`src/rtl/mem_port_arbiter_pkg.sv`:
```
// mem_port_arbiter_pkg
//   Shared definitions for the data-memory port arbiter.
//   The state encodings double as the arb_owner debug code
//   (00 idle, 01 CPU, 10 DMA), so the debug/CSR path can reuse them.
package mem_port_arbiter_pkg;

    typedef enum logic [1:0] {
        ARB_IDLE = 2'b00,
        ARB_CPU  = 2'b01,
        ARB_DMA  = 2'b10
    } arb_state_t;

    localparam int ARB_XLEN_DEF   = 32;
    localparam int ARB_ADDR_W_DEF = 32;

endpackage

```
`src/rtl/mem_port_arbiter.sv`:
```
// mem_port_arbiter
//   Shares the single data-memory port between the CPU load/store unit and
//   the DMA master port. The CPU normally wins contention. After
//   DMA_STARVE_MAX lost contended arbitrations, the DMA is forced to win the
//   next contended one. Every grant is followed by one IDLE bubble.
//
// Ports
//   clk, rst_n                         clock, async active-low reset
//   cpu_mem_req/we/addr/wdata          CPU request, held until cpu_mem_ready
//   cpu_mem_rdata, cpu_mem_ready       CPU response (rdata valid with ready)
//   dma_mem_req/we/addr/wdata          DMA request, held until dma_mem_ready
//   dma_mem_rdata, dma_mem_ready       DMA response (rdata valid with ready)
//   mem_req/we/addr/wdata              downstream request
//   mem_rdata, mem_ready               downstream response
//   arb_owner                          debug: 00 idle, 01 CPU, 10 DMA
//
// state    | meaning
// ---------+-----------------------------------------------
// ARB_IDLE | arbitration cycle, nothing forwarded
// ARB_CPU  | CPU transaction in flight, CPU forwarded
// ARB_DMA  | DMA transaction in flight, DMA forwarded
module mem_port_arbiter
    import mem_port_arbiter_pkg::*;
#(
    parameter int XLEN           = ARB_XLEN_DEF,
    parameter int ADDR_W         = ARB_ADDR_W_DEF,
    parameter int DMA_STARVE_MAX = 4,
    parameter int STARVE_W       = 4
) (
    input  logic              clk,
    input  logic              rst_n,

    input  logic              cpu_mem_req,
    input  logic              cpu_mem_we,
    input  logic [ADDR_W-1:0] cpu_mem_addr,
    input  logic [XLEN-1:0]   cpu_mem_wdata,
    output logic [XLEN-1:0]   cpu_mem_rdata,
    output logic              cpu_mem_ready,

    input  logic              dma_mem_req,
    input  logic              dma_mem_we,
    input  logic [ADDR_W-1:0] dma_mem_addr,
    input  logic [XLEN-1:0]   dma_mem_wdata,
    output logic [XLEN-1:0]   dma_mem_rdata,
    output logic              dma_mem_ready,

    output logic              mem_req,
    output logic              mem_we,
    output logic [ADDR_W-1:0] mem_addr,
    output logic [XLEN-1:0]   mem_wdata,
    input  logic [XLEN-1:0]   mem_rdata,
    input  logic              mem_ready,

    output logic [1:0]        arb_owner
);

    localparam logic [STARVE_W-1:0] STARVE_MAX = STARVE_W'(DMA_STARVE_MAX);

    arb_state_t          state;
    logic [STARVE_W-1:0] starve_cnt;

    // Decision is made in IDLE and takes effect next cycle. A busy owner
    // dropping req is ignored: only mem_ready ends the transaction.
    always_ff @(posedge clk or negedge rst_n) begin
        if (!rst_n) begin
            state      <= ARB_IDLE;
            starve_cnt <= '0;
        end else begin
            case (state)
                ARB_IDLE: begin
                    if (cpu_mem_req && dma_mem_req) begin
                        if (starve_cnt == STARVE_MAX) begin
                            state      <= ARB_DMA;
                            starve_cnt <= '0;
                        end else begin
                            state <= ARB_CPU;
                            if (starve_cnt < STARVE_MAX)
                                starve_cnt <= starve_cnt + 1'b1;
                        end
                    end else if (cpu_mem_req) begin
                        state <= ARB_CPU;
                    end else if (dma_mem_req) begin
                        state      <= ARB_DMA;
                        starve_cnt <= '0;
                    end
                end
                ARB_CPU, ARB_DMA: begin
                    if (mem_ready)
                        state <= ARB_IDLE;
                end
                default: state <= ARB_IDLE;
            endcase
        end
    end

    // The state register is the owner code, so arb_owner is registered.
    assign arb_owner = state;

    // Read data is broadcast; each requester qualifies it with its ready.
    assign cpu_mem_rdata = mem_rdata;
    assign dma_mem_rdata = mem_rdata;

    always_comb begin
        mem_req       = 1'b0;
        mem_we        = 1'b0;
        mem_addr      = '0;
        mem_wdata     = '0;
        cpu_mem_ready = 1'b0;
        dma_mem_ready = 1'b0;
        case (state)
            ARB_CPU: begin
                mem_req       = 1'b1;
                mem_we        = cpu_mem_we;
                mem_addr      = cpu_mem_addr;
                mem_wdata     = cpu_mem_wdata;
                cpu_mem_ready = mem_ready;
            end
            ARB_DMA: begin
                mem_req       = 1'b1;
                mem_we        = dma_mem_we;
                mem_addr      = dma_mem_addr;
                mem_wdata     = dma_mem_wdata;
                dma_mem_ready = mem_ready;
            end
            default: ;
        endcase
    end

endmodule

```
`config.mk`:
```
export PLATFORM = sky130hd
export DESIGN_NAME = mem_port_arbiter
export DESIGN_NICKNAME = d
export VERILOG_FILES = /design/src/rtl/mem_port_arbiter_pkg.sv /design/src/rtl/mem_port_arbiter.sv
export SDC_FILE = /design/constraint.sdc
export NUM_CORES = 1
export LEC_CHECK = 0
export ABC_AREA = 1
export BUFFER_PORTS_ARGS = -buffer_cell sky130_fd_sc_hd__buf_2
export CORE_AREA = 5 5 115 117
export CTS_CLUSTER_DIAMETER = 80
export DETAILED_ROUTE_END_ITERATION = 12
export DIE_AREA = 0 0 120 122
export GPL_TIMING_DRIVEN = 0
export MAX_ROUTING_LAYER = met4
export PLACE_DENSITY = 0.57
export REMOVE_ABC_BUFFERS = 1
export SLEW_MARGIN = 20
export SYNTH_ARGS = -nofsm -noshare
export SYNTH_HDL_FRONTEND = slang
export SYNTH_SLANG_ARGS = --single-unit
```
`constraint.sdc`:
```
create_clock -name clk -period 4.34 [get_ports clk]
set_input_delay 0.651 -clock clk [delete_from_list [all_inputs] [get_ports clk]]
set_output_delay 0.651 -clock clk [all_outputs]
set_load 0.1 [all_outputs]
```
### Yosys cells after proc, flatten, opt, wreduce, memory -nomap -nowiden

Cells that the tools add are included.
Widths: inputs -> output; s select.

| word-level totals | value |
|---|---|
| bits in latches | 0 |
| memories kept | 0 |
| input bits | 167 |
| logic and storage cells | 34 |
| RAM bits | 0 |
| register bits after elaboration | 6 |
| memory bits (read-only) | 0 |

| operators by class | value |
|---|---|
| shifts and indexed selects | 0 |
| magnitude comparators | 1 |
| multiply operators | 0 |
| bitwise logic cells | 0 |
| mux-type cells | 17 |
| add/subtract/negate cells | 1 |
| divide/modulo/power cells | 0 |
| reductions and logical operators | 6 |
| eq/ne operators | 7 |

Operators by type and width:

| cell | count |
|---|---|
| $pmux 32 s2 | 2 |
| $mux 4 | 5 |
| $mux 2 | 5 |
| $add 4x1->4 const B | 1 |
| $eq 4x3->1 const B | 1 |
| $lt 4x3->1 const B | 1 |
| $ne 2x1->1 const B | 2 |
| $ne 4x4->1 const B | 1 |
| $pmux 2 s2 | 1 |
| $reduce_and 4->1 | 1 |
| $mux 1 | 3 |
| $ne 3x1->1 const B | 1 |
| $eq 2x1->1 const B | 1 |
| $eq 2x2->1 const B | 1 |
| $logic_not 2->1 | 1 |
| $pmux 1 s2 | 1 |
| $reduce_and 2->1 | 1 |
| $reduce_bool 2->1 | 1 |
| $reduce_or 2->1 | 1 |
| $logic_and 1x1->1 | 1 |

### Logic depth before layout (Yosys ltp)

| depth | value |
|---|---|
| depth after elaboration | 4 |
| gate-level depth with buffers | 7 |
| gate-level depth less buffers | 7 |

### Least setup slack after synthesis

No wires, ideal clock.

| timing | value |
|---|---|
| kind | flip-flop to output port |
| from | register state[0] (netlist: arb_owner[0]) |
| to | output mem_addr[16] |
| arrival time | 3.899 ns |
| stages on the path, launching flop included | 7 |
| path buffers | 2 |
| slack | -0.210 ns |
| required time | 3.689 ns |
| cell sequence | dfrtp_1 -> inv_1 -> ha_1 -> inv_2 -> buf_4 -> buf_2 -> a21oi_1 |

| between the ends | value |
|---|---|
| longest elaborated chain between the ends | 2 |
| elaborated cells between the ends (all ways) | 3 |
| classes of those cells | eq/ne: 2; mux: 1 |

Ends and longest elaborated chain:

| element | RTL line | text |
|---|---|---|
| from (decl) | mem_port_arbiter.sv:59 | `arb_state_t state;` |
| from (signal assigned) | mem_port_arbiter.sv:66 | `state <= ARB_IDLE;` |
| from (signal assigned) | mem_port_arbiter.sv:73 | `state <= ARB_DMA;` |
| from (signal assigned) | mem_port_arbiter.sv:76 | `state <= ARB_CPU;` |
| $eq 2x2->1 / $eq 2x1->1 (equally long branches) | mem_port_arbiter.sv:110 | `case (state)` |
| $pmux 32 s2 * | mem_port_arbiter.sv:110 |  |
| to (decl) | mem_port_arbiter.sv:49 | `output logic [ADDR_W-1:0] mem_addr,` |

Every way passes the cells marked *; elsewhere a longest branch is shown, timed or not.

### Worst setup path in the final report

| timing | value |
|---|---|
| from | register state[1] (netlist: arb_owner[1]) |
| to | output mem_addr[31] |

The elaborated chain is that of the path after synthesis.

==> metrics.csv <==
stage,metric,value,unit
clocking,"Clk Latency, worst-skew pair",220,ps
timing,RSZ-0062 raised after global routing,no,
die,Cell Rows,41,
logic_synthesis,Yosys cell types,18,
timing,Tcrit/Tclk final,0.685,
logic_synthesis,Cells after Synth,342,
placement,Post-DP HPWL,10.1,mm
logic_synthesis,Yosys reg bits,6,
clocking,Num CTS Buffers,3,
timing,worst-margin pin slew,554,ps
critical_path,Worst path slowest cell,buf_2,
cells_and_area,Final nets,642,
clocking,clock slew at reported path FFs,30,ps
critical_path,CP Capture Type,output pin,
power_and_ir_drop,Total Power,0.00287,W
power_and_ir_drop,leak pwr,1.74,nW
critical_path,CP max FO,33,
logic_synthesis,register area share after synthesis,0.0641,
critical_path,Max stage delay on crit path,460,ps
cells_and_area,Area Growth Syn to Fin,31.7,%
timing,skew final,1.10,ps
clocking,CTS Root Cell,clkbuf_16,
placement,Setup Slack @ Placement,1590,ps
routing,DRT Pass-1 Iters,4,
routing,initial drt markers,52,
global_routing,GR Overflow Total,0,
placement,input/output buffers,204,
routing,Post-DRT Antenna Nets,0,
critical_path,Worst EP required,3690,ps
job,Max-Cap Viols,0,
clocking,# clock sinks,6,
critical_path,"most used cell, CP",buf_16,
timing,Final min period,2970,ps
timing,Peak Freq,336,MHz
clocking,CTS tree,done,
logic_synthesis,Synth Warn #,0,
die,Die Y,122,µm
min_path,Hold Crit Class,in2async,
die,Initial Utilization,0.191,
routing,WL/cell,19.2,µm
placement,RePlAce Congestion,0.765,
critical_path,crit path DAT,2320,ps
die,die width,120,µm
clocking,H-tree depth,1,
global_routing,first-pass GRT wire length,16.2,mm
cells_and_area,layout cell share with drive strength beyond 1,0.632,
routing,number of vias per cell,4.16,
critical_path,Startpoint Class,flop,
global_routing,total track usage,0.154,
routing,detailed-route DRC error count,0,
critical_path,r2r worst-path depth,7,
cells_and_area,fillers,1377,
clocking,Hold Buf Count CTS,0,
global_routing,largest net degree at the start of global routing,38,
routing,WL final,11.9,mm
logic_synthesis,post-synthesis area per instance,6.85,µm²
timing,setup_tns,0,ps
clocking,cts repair resizes,0,
global_routing,initial antenna violation count,1,
power_and_ir_drop,Max VDD drop,1.34,mV
die,die area,14600,µm²
clocking,postcts setup bufs,0,
power_and_ir_drop,pwr dens,929,nW/µm²
clocking,CTS Buffer Depth,2,
logic_synthesis,Syn Std Cell Area,2340,µm²
timing,endpoints failing hold,0,
critical_path,CP Class,reg2out,
cells_and_area,"Core Util, Final",0.252,
timing,Final WS setup,1370,ps
timing,Final Max Tran Viols,0,
timing,Final Setup Violations,0,
outcome,outcome,finished clean,
critical_path,critical-path cell list,"inv_1, ha_4, buf_16, buf_16, nand2_1, a21oi_1, buf_2",
routing,routed vias,2577,
critical_path,"reg-to-reg slack, setup",3000,ps
timing,relative slew slack,0.633,
global_routing,number of global-route vias before repair,2468,
die,Ports,301,
die,core area,12300,µm²
## sequential cells by signal (all words and copies together), names as in the netlist
name and cells:
starve_cnt 4, arb_owner 2
## power breakdown
group	switching (W)	internal, W	leakage (nW)
Sequential	0.0000174	0.0000715	0.0807
Combinational	0.00217	0.000459	1.63
Clock	0.0000271	0.000118	0.0370
Total	0.00222	0.000648	1.74
## per-layer routing
metal / track usage / vias to the layer above / wire [µm]
met2: 0.216 / 217 / 4830
li1: - / 1261 / -
met1: 0.158 / 1097 / 4270
met3: 0.158 / 2 / 2810
met5: - / - / 0
met4: 0.0129 / 0 / 7
## worst paths after layout
check / from / endpoint
hold / removal: rst_n / arb_owner[0]
setup / recovery: arb_owner[1] / mem_addr[31]
max in group asynchronous: rst_n / starve_cnt[2]
hold reg to reg: starve_cnt[1] / starve_cnt[1]
setup reg to reg: arb_owner[0] / arb_owner[1]
min in group clk: starve_cnt[1] / starve_cnt[1]
## logic make-up after synthesis
family | count (synthesis) | synth area share
buffers and inverters | 101 | 0.310
flip-flops | 6 | 0.0641
adder cells (fa/ha/maj) | 5 | 0.0267
AND/OR/NAND/NOR | 162 | 0.392
AO/OA/AOI/OAI | 68 | 0.208
## layout make-up
class / count / area [µm²] / share of cell area
clock buffers: 3 / 75.1 / 0.0243
flip-flops and latches: 6 / 150 / 0.0487
diodes: 1 / 2.50 / 0.000811
multi-input cells: 235 / 1490 / 0.483
repair buffers: 208 / 1120 / 0.362
inverters: 16 / 62.6 / 0.0203
well taps: 150 / 188 / 0.0608
## per-stage QoR
| step | instances | area (µm²) | hold WS (ps) |
|---|---|---|---|
| 4_1_cts | 618 | 3080 | 238 |
| 3_3_place_gp | 611 | 2890 | 476 |
| 3_5_place_dp | 615 | 3010 | 473 |
| 5_1_grt | 619 | 3090 | 245 |
| 2_1_floorplan | 257 | 1680 | 355 |
| 6_report | 619 | 3090 | 237 |
## cell usage after synthesis, drive strengths merged
master / instances / share of area
a21oi: 66 / 0.20
nor2: 2 / 0.0032
inv: 16 / 0.026
nand3: 3 / 0.0064
dfrtp: 6 / 0.064
clkbuf: 2 / 0.0032
o21ai: 2 / 0.0043
ha: 5 / 0.027
buf: 83 / 0.28
nand3b: 2 / 0.0064
nand2: 153 / 0.37
nand4: 2 / 0.0053
## cell usage in the layout, fill, tap and decap left out
master / n
clkbuf_16: 3
inv_2: 4
nand2_1: 114
nor2_1: 2
diode_2: 1
nand2_4: 39
buf_16: 2
buf_2: 204
inv_1: 11
buf_12: 2
nand4_1: 2
nand3b_1: 2
o21ai_1: 2
a21oi_1: 27
inv_4: 1
ha_1: 3
a21oi_2: 39
dfrtp_1: 6
ha_4: 2
nand3_1: 3
## worst max-delay path: cells and delay by family (launching register included)
| family | cells | cell delay [ps] |
|---|---|---|
| DFF | 1 | 420 |
| and+or+nand+nor | 1 | 80 |
| buffers and inverters | 4 | 1150 |
| AOI/OAI and AO/OA | 1 | 190 |
| adders and majority gates | 1 | 220 |
Power figures use the tool's default switching activity.
